**src/rtl/float_divider.sv**
```systemverilog
// float_divider: sequential floating-point divider (restoring mantissa divide, RNE rounding).
// Define FLOAT_DIVIDER_STATUS_EN to add the flags output {invalid, div_by_zero, overflow, underflow, inexact}.
module float_divider #(
  parameter int EXP_WIDTH = 8,
  parameter int MAN_WIDTH = 7,
  localparam int W = 1 + EXP_WIDTH + MAN_WIDTH
) (
  input  logic         clock,
  input  logic         reset,
  input  logic [W-1:0] a,
  input  logic [W-1:0] b,
  input  logic         start,
  output logic [W-1:0] y,
  output logic         is_output_valid,
  output logic         busy
`ifdef FLOAT_DIVIDER_STATUS_EN
  ,
  output logic [4:0]   flags
`endif
);
  localparam int DIV_STEPS = MAN_WIDTH + 3;
  localparam int XW = EXP_WIDTH + 2;
  localparam int CW = $clog2(DIV_STEPS);
  localparam logic [XW-1:0] BIAS_X = XW'((1 << (EXP_WIDTH - 1)) - 1);
  localparam logic [EXP_WIDTH-1:0] EMAX = '1;
  localparam logic [W-1:0] NAN = {1'b0, EMAX, 1'b1, {(MAN_WIDTH-1){1'b0}}};

  typedef enum logic [2:0] {IDLE, SETUP, DIVIDE, NORMALIZE, ROUND, DONE} state_t;
  state_t state, next;

  logic [W-1:0] ra, rb, spec_y;
  logic sign, special, guard, sticky;
  logic [XW-1:0] exp;
  logic [MAN_WIDTH+1:0] rem;
  logic [MAN_WIDTH:0] div, man;
  logic [DIV_STEPS-1:0] q;
  logic [CW-1:0] cnt;

  logic sa, sb, s, a_zero, b_zero, a_inf, b_inf, a_nan, b_nan, nan_res, inf_res, spec;
  logic [EXP_WIDTH-1:0] ea, eb;
  logic [MAN_WIDTH-1:0] fa, fb;
  logic [W-1:0] spec_val;
  logic ge;
  logic [MAN_WIDTH+1:0] rem_next;
  logic [DIV_STEPS-1:0] nq;
  logic [XW-1:0] ne, re;
  logic inc, carry, ovf, unf;
  logic [MAN_WIDTH+1:0] mr;
  logic [MAN_WIDTH:0] mf;
  logic [W-1:0] y_next;

  always_comb begin
    {sa, ea, fa} = ra;
    {sb, eb, fb} = rb;
    s = sa ^ sb;
    a_zero = ea == '0;
    b_zero = eb == '0;
    a_inf = ea == EMAX && fa == '0;
    b_inf = eb == EMAX && fb == '0;
    a_nan = ea == EMAX && fa != '0;
    b_nan = eb == EMAX && fb != '0;
    nan_res = a_nan | b_nan | (a_zero & b_zero) | (a_inf & b_inf);
    // once NaN is excluded, x/0 and inf/x are the only infinite outcomes; the rest are zero
    inf_res = b_zero | a_inf;
    spec = a_zero | b_zero | a_inf | b_inf | a_nan | b_nan;
    spec_val = nan_res ? NAN : inf_res ? {s, EMAX, {MAN_WIDTH{1'b0}}} : {s, {(W-1){1'b0}}};
    ge = rem >= {1'b0, div};
    rem_next = (ge ? rem - {1'b0, div} : rem) << 1;
    nq = q[DIV_STEPS-1] ? q : q << 1;
    ne = q[DIV_STEPS-1] ? exp : exp - 1'b1;
    inc = guard & (sticky | man[0]);
    mr = {1'b0, man} + {{(MAN_WIDTH+1){1'b0}}, inc};
    carry = mr[MAN_WIDTH+1];
    mf = carry ? mr[MAN_WIDTH+1:1] : mr[MAN_WIDTH:0];
    re = exp + {{(XW-1){1'b0}}, carry};
    ovf = !re[XW-1] && re >= {2'b00, EMAX};
    unf = re[XW-1] || re == '0;
    y_next = special ? spec_y : ovf ? {sign, EMAX, {MAN_WIDTH{1'b0}}} :
             unf ? {sign, {(W-1){1'b0}}} : {sign, re[EXP_WIDTH-1:0], mf[MAN_WIDTH-1:0]};
  end

  always_ff @(posedge clock)
    if (reset) state <= IDLE;
    else state <= next;

  always_comb begin
    next = state;
    case (state)
      IDLE, DONE: next = start ? SETUP : state;
      SETUP:      next = spec ? ROUND : DIVIDE;
      DIVIDE:     next = cnt == CW'(DIV_STEPS - 1) ? NORMALIZE : DIVIDE;
      NORMALIZE:  next = ROUND;
      ROUND:      next = DONE;
      default:    next = IDLE;
    endcase
  end

  assign busy = state == SETUP || state == DIVIDE || state == NORMALIZE || state == ROUND;

`ifdef FLOAT_DIVIDER_STATUS_EN
  logic [4:0] spec_flags;
  always_ff @(posedge clock)
    if (reset) begin
      flags <= '0;
      spec_flags <= '0;
    end else if (state == SETUP) spec_flags <= {nan_res, b_zero & ~nan_res, 3'b000};
    else if (state == ROUND)
      flags <= special ? spec_flags : {2'b00, ovf, unf, guard | sticky | ovf | unf};
`endif

  always_ff @(posedge clock)
    if (reset) begin
      {ra, rb, spec_y, y} <= '0;
      {sign, special, guard, sticky, is_output_valid} <= '0;
      {exp, rem, div, man, q, cnt} <= '0;
    end else
      case (state)
        IDLE, DONE:
          if (start) begin
            ra <= a;
            rb <= b;
            is_output_valid <= 1'b0;
          end
        SETUP: begin
          sign <= s;
          special <= spec;
          spec_y <= spec_val;
          exp <= {2'b00, ea} - {2'b00, eb} + BIAS_X;
          rem <= {2'b01, fa};
          div <= {1'b1, fb};
          q <= '0;
          cnt <= '0;
        end
        DIVIDE: begin
          rem <= rem_next;
          q <= {q[DIV_STEPS-2:0], ge};
          cnt <= cnt + 1'b1;
        end
        NORMALIZE: begin
          man <= nq[DIV_STEPS-1:2];
          guard <= nq[1];
          sticky <= nq[0] | (|rem);
          exp <= ne;
        end
        ROUND: begin
          y <= y_next;
          is_output_valid <= 1'b1;
        end
        default: ;
      endcase
endmodule
```
**config.mk**
```make
export PLATFORM = sky130hd
export DESIGN_NAME = float_divider
export DESIGN_NICKNAME = d
export VERILOG_FILES = /design/src/rtl/float_divider.sv
export SDC_FILE = /design/constraint.sdc
export NUM_CORES = 1
export LEC_CHECK = 0
export CAP_MARGIN = 20
export CORE_MARGIN = 3
export CORE_UTILIZATION = 57
export CTS_BUF_LIST = sky130_fd_sc_hd__clkbuf_16
export DETAILED_ROUTE_END_ITERATION = 6
export PLACE_DENSITY = 0.78
export SLEW_MARGIN = 20
export SYNTH_ARGS = -nofsm -noshare
export SYNTH_HDL_FRONTEND = slang
export SYNTH_SLANG_ARGS = --single-unit
export TNS_END_PERCENT = 100
```
**constraint.sdc**
```tcl
create_clock -name clock -period 10.2 [get_ports clock]
set_clock_uncertainty 0.2 [all_clocks]
set_input_delay 1.53 -clock clock [delete_from_list [all_inputs] [get_ports clock]]
set_output_delay 1.53 -clock clock [all_outputs]
set_load 0.1 [all_outputs]
```
# Word level (Yosys, flattened, before mapping)
# Index checks and enable logic that the tools add are counted.
# W data, S select, Z words.
[classes]
add_sub_neg = 7
magnitude_cmp = 2
n_eq_ne = 10
muxes = 19
n_bitwise = 15
n_reduce_logical = 26
[ops]
columns = ["op", "count"]
rows = [
  ["$mux W15", 3],
  ["$pmux W10 S2", 2],
  ["$mux W16", 2],
  ["$mux W10", 2],
  ["$pmux W9 S2", 1],
  ["$eq A8 B8 Y1 const B", 2],
  ["$logic_not A8 Y1", 2],
  ["$pmux W3 S5", 1],
  ["$logic_not A7 Y1", 2],
  ["$reduce_bool A7 Y1", 2],
  ["$or A1 B1 Y1", 11],
  ["$add A10 B1 Y10", 1],
  ["$add A9 B8 Y10 const B", 1],
  ["$ge A10 B8 Y1 const B", 1],
  ["$logic_not A10 Y1", 1],
  ["$sub A10 B1 Y10 const B", 1],
  ["$add A8 B1 Y9", 1],
  ["$ge A9 B8 Y1", 1],
  ["$reduce_or A9 Y1", 1],
  ["$sub A8 B8 Y9", 1],
  ["$mux W8", 1],
  ["$pmux W4 S2", 1],
  ["$sub A8 B8 Y8", 1],
  ["$mux W7", 1],
  ["18 further kinds", 36],
]
[word_totals]
regBits = 121
inputBits = 35
out_inout_bits = 18

# Longest topological paths before layout
# Gate-level depths: netlist of run 1.
[depth]
depth_word = 9
ltp_mapped = 17
ltp_nobuf = 15

# Worst setup path after synthesis of run 1
# Ideal clock, no wire load.
[synth_path]
path_kind = "register to output"
from = "reg state[2]"
to = "out busy"
arrival_ps = 2110
slack_ps = 6360
path_stages_with_launch = 3
n_path_buf = 1
cell_sequence = "dfxtp_1 -> clkbuf_1 -> xnor2_1"
[synth_between]
elab_chain_len = 4
elab_cells_between_ends = 7
[synth_lines]
columns = ["element", "line", "text"]
rows = [
  ["start, declared", "29", "state_t state, next;"],
  ["start signal, assigned", "84", "else state <= next;"],
  ["$eq A3 B1 Y1 or $eq A3 B2 Y1 (tied branches)", "98", "assign busy = state == SETUP || state == DIVIDE || state == NORMALIZE || state == ROUND;"],
  ["$logic_or A1 B1 Y1 (2 in series)", "98", ""],
  ["$logic_or A1 B1 Y1 *", "98", ""],
  ["end, declared", "15", "output logic busy"],
]
# Every way passes the cells marked *; elsewhere a longest branch is shown, timed or not.

# Final worst setup path of run 1
[layout_path]
from = "reg sticky"
to = "reg y[0]"
[layout_between]
elab_chain_len = 9
elab_cells_between_ends = 13
[layout_lines]
columns = ["element", "line", "text"]
rows = [
  ["start, declared", "32", "logic sign, special, guard, sticky;"],
  ["start signal, assigned", "142", "sticky <= nq[0] | (|rem);"],
  ["$or A1 B1 Y1 *", "71", "inc = guard & (sticky | man[0]);"],
  ["$and A1 B1 Y1 *", "71", ""],
  ["$add A8 B1 Y9 *", "72", "mr = {1'b0, man} + {{(MAN_WIDTH+1){1'b0}}, inc};"],
  ["branches (longest 4 deep; another with $add A10 B1 Y10)", "n/a", ""],
  ["$mux W15 *", "78", "y_next = special ? spec_y : ovf ? {sign, EMAX, {MAN_WIDTH{1'b0}}} :"],
  ["$mux W16 *", "78", ""],
  ["end signal, assigned", "146", "y <= y_next;"],
  ["end, declared", "13", "output logic [W-1:0] y,"],
]
# Mark *: on every way between the ends.
# A chain may end at the register's enable or synchronous reset.

==> results of run 1 <==
## routing by layer
layer | part of all wire [%] | track usage (%) | up-vias
met5 | 0 | 0 | -
met4 | 2.4 | 10.2 | 0
met3 | 4.2 | 3.66 | 28
met2 | 47 | 40.7 | 139
met1 | 46 | 29.4 | 2496
li1 | - | - | 2768
## sequential cells by signal, summed over array words and instances (netlist names), 3 cells and up
signal	count
rem	9
state	3
spec_y	3
man	8
rb	16
div	8
q	10
ra	16
y	16
exp	10
cnt	4
## worst max-delay path, cell delays in order (launching register included)
cell and delay [ns]:
sky130_fd_sc_hd__dfxtp_1 0.32, sky130_fd_sc_hd__o21a_1 0.18, sky130_fd_sc_hd__ha_1 0.21, sky130_fd_sc_hd__ha_1 0.21, sky130_fd_sc_hd__and3_1 0.20, sky130_fd_sc_hd__and3_1 0.21
sky130_fd_sc_hd__and3_1 0.24, sky130_fd_sc_hd__ha_1 0.31, sky130_fd_sc_hd__ha_1 0.37, sky130_fd_sc_hd__or4_1 0.58, sky130_fd_sc_hd__a2111o_1 0.46, sky130_fd_sc_hd__nand4_1 0.20
sky130_fd_sc_hd__nor3_1 0.08, sky130_fd_sc_hd__a21oi_1 0.14, sky130_fd_sc_hd__nor2_1 0.06
## synth_stat cells (all sizes together), types with 5 or more instances
library cell | count | area share, %
nor4 | 13 | 1.4
mux2i | 16 | 2.7
o21a | 5 | 0.64
a22oi | 12 | 1.5
a21oi | 80 | 6.8
nand2b | 5 | 0.53
nand3 | 27 | 2.3
dfxtp | 108 | 37
buf | 8 | 0.70
nand2 | 139 | 8.9
a31oi | 8 | 0.96
xor2 | 10 | 1.5
xnor2 | 16 | 2.4
inv | 32 | 2.0
nand4 | 10 | 1.3
and3 | 6 | 0.64
a21o | 5 | 0.64
nor2 | 73 | 4.6
o21ai | 29 | 2.5
or3 | 6 | 0.64
a211oi | 24 | 3.1
ha | 24 | 5.1
clkbuf | 40 | 2.5
nor3 | 20 | 1.9
## kinds of logic after synthesis
group / after synthesis / share of synthesized area [%]
and+or+nand+nor: 312 / 23.9
AOI/OAI and AO/OA: 201 / 21.8
DFF: 108 / 36.7
buffers and inverters: 80 / 5.29
xor gates and xnor gates: 26 / 3.86
adders and majority gates: 26 / 5.77
muxes: 16 / 2.72
## cells in the final DEF, fill, tap and decap left out, drive strengths merged, types with 6 or more instances in the layout
master,netlist,routed
ha,24,24
and3,6,6
or3,6,6
a21oi,80,80
mux2i,16,16
a22oi,12,12
nor2,73,73
a31oi,8,8
xor2,10,10
nand3,27,27
nand4,10,10
a211oi,24,24
clkbuf,40,9
nor4,13,13
inv,32,32
nor3,20,20
o21ai,29,29
xnor2,16,16
nand2,139,139
clkdlybuf4s50,0,51
dfxtp,108,108
## cell type report
cell class | count | area (um^2)
flip-flops and latches | 108 | 2160
inverters | 32 | 120
multi-input cells | 581 | 3440
repair buffers | 56 | 548
clock buffers | 9 | 225
well taps | 133 | 166
fillers | 835 | 3190
clock inverters | 6 | 56.3
## final timing paths
kind / startpoint / end / slack, ns / depth (start not counted)
max reg2reg: sticky / y[0] / 6.08 / 14
min: y[1] / y[1] / 0.26 / 2
max: sticky / y[0] / 6.08 / 14
min reg2reg: y[1] / y[1] / 0.26 / 2
## power by group through the flow
| stage | sequential (mW) | combinational, mW | clock, mW |
|---|---|---|---|
| finish | 0.530 | 0.534 | 0.336 |
| global route | 0.538 | 0.598 | 0.358 |
| CTS | 0.528 | 0.531 | 0.341 |
| detailed placement | 0.538 | 0.526 | 0 |
| global placement | 0.534 | 0.512 | 0 |
| floorplan | 0.531 | 0.417 | 0 |
## per-stage QoR
step | instance area [um^2] | total power, mW | hold WS (ns) | worst slack (ns) | std cells
2_1_floorplan | 5890 | 0.948 | 0.232 | 6.36 | 769
3_3_place_gp | 6430 | 1.05 | 0.242 | 6.28 | 910
3_5_place_dp | 6440 | 1.06 | 0.247 | 6.13 | 910
4_1_cts | 6720 | 1.40 | 0.255 | 6.11 | 925
5_1_grt | 6720 | 1.49 | 0.262 | 5.90 | 925
6_report | 6720 | 1.40 | 0.255 | 6.08 | 925
==> flow_summary.yaml, run 1 <==
die:
  floorplan.rows: 36
  design.core.area_mm2: 0.00991
  ios: 53
  starting_density_of_the_core_pct: 59.5
  die_area_mm2: 0.0116
  die_width_um: 108
  die_h_um: 108
placement:
  globalplace.congestion: 0.895
  dp_hpwl_mm: 9.21
  port-buffer-count: 52
layout:
  finish.utilization_pct: 67.8
  antenna_cells: 0
  final_net_count: 849
  post_route_cells_drive_above_1_share_pct: 4.17
  area_growth_syn_to_layout_pct: 14.0
pwr:
  power_report.internal_total_mw: 0.857
  switching_share_pct: 38.8
  pwr-share-comb_pct: 38.2
  leakage_nw: 2.41
  cellPowerDensity_mw_per_mm2: 208
  clock_power_share_pct: 24.0
  seq_power_share_pct: 37.8
  netSwitchingPower_mw: 0.542
  ir_drop_mv: 0.107
worst_hold_path:
  hold_class: "reg -> reg"
logic_synthesis:
  syn_nets: 830
  post_synth_inst_count: 769
  ys_ff_latch: 108
  synth.distinct_cells: 64
  synth_enable_flop_cells: 0
  ys_async_sr_fraction_pct: 0
  mappedNetlistArea_mm2: 0.00589
  synth_ff_type: "sky130_fd_sc_hd__dfxtp_1"
  synth.avg_cell_area_um2: 7.67
  ys_seq_area_share_pct: 36.7
  ys_warn_count: 0
setup_path:
  worstSetupEndpointType: "flop"
  critPathArrivalTime_ns: 4.11
  cp_data_required_time_ns: 10.19
  timing_worst_setup_path_type: "reg -> reg"
  worst-path-max-fanout: 11
  crit_path_start_kind: "flop"
sta:
  period_minus_slack_ns: 4.12
  final_sum_of_negative_setup_slack_ns: 0
  grt_setup_unrepaired: "false"
  slew_violations: 0
  clock.fmax_mhz: 243
  layout_worst_path_cycle_share_pct: 40.4
  maxSlewHeadroom_pct: 27.3
  report.final.setup_viol: 0
  hold_viol_final: 0
  worst-slew-pin-transition_ns: 1.09
clock_network:
  postCtsResizedCells: 0
  clock_tree.buffer_depth: 2
  cts_buffers: 9
  tritoncts: "yes"
  max_h_tree_level: 3
  clk_pin_slew_worst_paths_ns: 0.07
  cts.sinks: 108
  worst_skew_pair.late_latency_ns: 0.34
  post_cts.repair.setup_buffers: 0
  cts_hold_buf: 0
  root_buffer: "sky130_fd_sc_hd__clkbuf_16"
drt:
  routed_wl_mm: 13.2
  route.antenna.remaining_nets: 0
  detail_route.iter0.violations: 255
  drt-pass1-iter-count: 5
  vias_per_cell: 5.87
  post-route-drc-count: 0
  routed_wire_length_per_instance_um: 14.2
  detailroute.via_count: 5431
grt:
  first_global_vias: 5152
  groute.usage.overall_pct: 23.7
  globalRoute.totalOverflow: 0
  grt_pass1_wl_mm: 22.8
  pin_count_of_the_biggest_net_entering_global_routing: 111
  antenna_violations_before_repair: 0
run_status:
  run_status: "finished clean"
run:
  cap_viol_max_count: 0
Note: power is estimated with default switching activity, not from simulation.
==> inputs of run 2 (changes only) <==
Settings changed: CORE_UTILIZATION 57 to 52, PLACE_DENSITY 0.78 to 0.75.
Clock period 10.2 ns to 3.7 ns, I/O delays scaled along.
==> flow_summary.yaml, run 2 (synthesis results as in run 1) <==
layout:
  final_net_count: 856
  stdcell_count: 940
  largest_regs: "ra x16, rb x16, y x16"
  antenna_cells: 0
  seq_area_mm2: 0.00216
  finish.instance_area_mm2: 0.00680
  finish.utilization_pct: 62.2
  multi_input_area_mm2: 0.00348
  final_cell_mix: "sky130_fd_sc_hd__nand2_1 (139), sky130_fd_sc_hd__dfxtp_1 (106), sky130_fd_sc_hd__a21oi_1 (80)"
  area_growth_syn_to_layout_pct: 15.4
  post_route_cells_drive_above_1_share_pct: 6.00
  most_common_cell_after_layout_fill_and_taps_aside: "sky130_fd_sc_hd__nand2_1"
  n_fill_cell: 954
run_status:
  run_status: "finished clean"
die:
  design.core.area_mm2: 0.0109
  die_area_mm2: 0.0126
  floorplan.rows: 38
  die_h_um: 112
  die_width_um: 112
  ios: 53
  starting_density_of_the_core_pct: 53.9
worst_hold_path:
  hold_class: "reg -> reg"
clock_network:
  cts.sinks: 108
  max_h_tree_level: 3
  tritoncts: "yes"
  root_buffer: "sky130_fd_sc_hd__clkbuf_16"
  clock_tree.buffer_depth: 2
  worst_skew_pair.late_latency_ns: 0.34
  clk_pin_slew_worst_paths_ns: 0.07
  cts_hold_buf: 0
  cts_buffers: 9
sta:
  hold_viol_final: 0
  worst-slew-pin-transition_ns: 0.980
  period_minus_slack_ns: 3.56
  report.final.setup_viol: 0
  worst_hold_slack_ns: 0.255
  clock.fmax_mhz: 281
  maxSlewHeadroom_pct: 34.5
  slew_violations: 0
  grt_setup_unrepaired: "false"
  layout_worst_path_cycle_share_pct: 96.2
grt:
  globalRoute.totalOverflow: 0
  grt_pass1_wl_mm: 23.6
  first_global_vias: 5241
  antenna_violations_before_repair: 0
  groute.usage.overall_pct: 21.8
  pin_count_of_the_biggest_net_entering_global_routing: 111
setup_path:
  worst-path-max-fanout: 5
  crit_path_start_kind: "flop"
  worstSetupEndpointType: "flop"
  timing_worst_setup_path_type: "reg -> reg"
  critPathArrivalTime_ns: 3.55
  cp_data_required_time_ns: 3.69
drt:
  routed_wl_mm: 13.5
  route.antenna.remaining_nets: 0
  routed_wire_length_per_instance_um: 14.3
  post-route-drc-count: 0
  vias_per_cell: 5.85
  drt-pass1-iter-count: 5
  detail_route.iter0.violations: 302
  detailroute.via_count: 5500
pwr:
  ir_drop_mv: 0.262
  power_mw: 3.80
  leakage_nw: 2.43
  cellPowerDensity_mw_per_mm2: 558
placement:
  place.detailed.instances: 923
  dp_hpwl_mm: 9.51
  dpl-instance-area_mm2: 0.00648
  globalplace.congestion: 0.956
  port-buffer-count: 52
run:
  cap_viol_max_count: 0
run 2: cell types whose count changed in the layout (fill, tap and decap cells not counted), moves of 2 or more:
cell / change
sky130_fd_sc_hd__and3_1: -2
sky130_fd_sc_hd__and3_4: +3
sky130_fd_sc_hd__buf_4: +7
sky130_fd_sc_hd__clkinv_2: +2
sky130_fd_sc_hd__clkinvlp_4: -2
sky130_fd_sc_hd__dfxtp_1: -2
sky130_fd_sc_hd__dfxtp_2: +2
sky130_fd_sc_hd__ha_1: -3
sky130_fd_sc_hd__ha_4: +2
run 2: power breakdown:
part	total, mW	switching (mW)	internal (mW)	leakage, nW
clock network	0.862	0.415	0.447	0.129
registers	1.46	0.180	1.28	0.880
logic	1.47	0.898	0.575	1.42
run 2: metal layers:
layer  routed length (um)  share of wire (%)  global-route usage [%]  vias up
met1                 6250                 46                    29.1     2584
met3                  561                4.2                    2.80       22
li1                     -                  -                       -     2763
met2                 6360                 47                    36.6      131
met4                  286                2.1                    7.37        0
met5                    0                  0                       0        -
run 2: critical path, stage by stage, from the launching register on:
cell and delay [ns]:
sky130_fd_sc_hd__dfxtp_2 0.33, sky130_fd_sc_hd__o21a_1 0.17, sky130_fd_sc_hd__ha_2 0.20, sky130_fd_sc_hd__ha_4 0.16, sky130_fd_sc_hd__and3_4 0.18, sky130_fd_sc_hd__and3_4 0.18, sky130_fd_sc_hd__and3_4 0.18, sky130_fd_sc_hd__ha_4 0.17
sky130_fd_sc_hd__ha_1 0.19, sky130_fd_sc_hd__or4_1 0.50, sky130_fd_sc_hd__a2111o_1 0.44, sky130_fd_sc_hd__nand4_1 0.24, sky130_fd_sc_hd__nor2_1 0.11, sky130_fd_sc_hd__nand3_1 0.10, sky130_fd_sc_hd__a21oi_1 0.06
run 2: path summary, 6_finish.rpt:
check,from,to,slack [ns],depth (start not counted)
max,man[0],y[3],0.14,14
max reg2reg,man[0],y[3],0.14,14
min,sign,sign,0.26,2
min reg2reg,sign,sign,0.26,2
run 2: repair_timing:
item | CTS | global route
gates resized for setup | 1 | 10
pin swaps | 1 | 3
setup buffers | 0 | 1
setup endpoints to repair | 8 | 12
cloned | 0 | 0
run 2: through the flow:
stage / setup WS, ns / setup TNS [ns]
floorplan: 0.00499 / 0
global placement: 0.0427 / 0
detailed placement: -0.0439 / -0.211
CTS: 0.0214 / 0
global route: 0.0114 / 0
finish: 0.142 / 0
run 2: layout make-up:
cell class / instances / share of cell area, %
Clock buffer: 9 / 3.31
Tap cell: 140 / 2.57
Timing Repair Buffer: 63 / 8.85
Sequential cell: 108 / 31.8
Clock inverter: 7 / 0.497
Multi-Input combinational cell: 581 / 51.2
Inverter: 32 / 1.77
==> inputs of run 3 (changes only) <==
Settings changed: ABC_CLOCK_PERIOD_IN_PS from default to 3700.
==> results of run 3 <==
Final layout, timing and power as in run 2 (identical DEF).
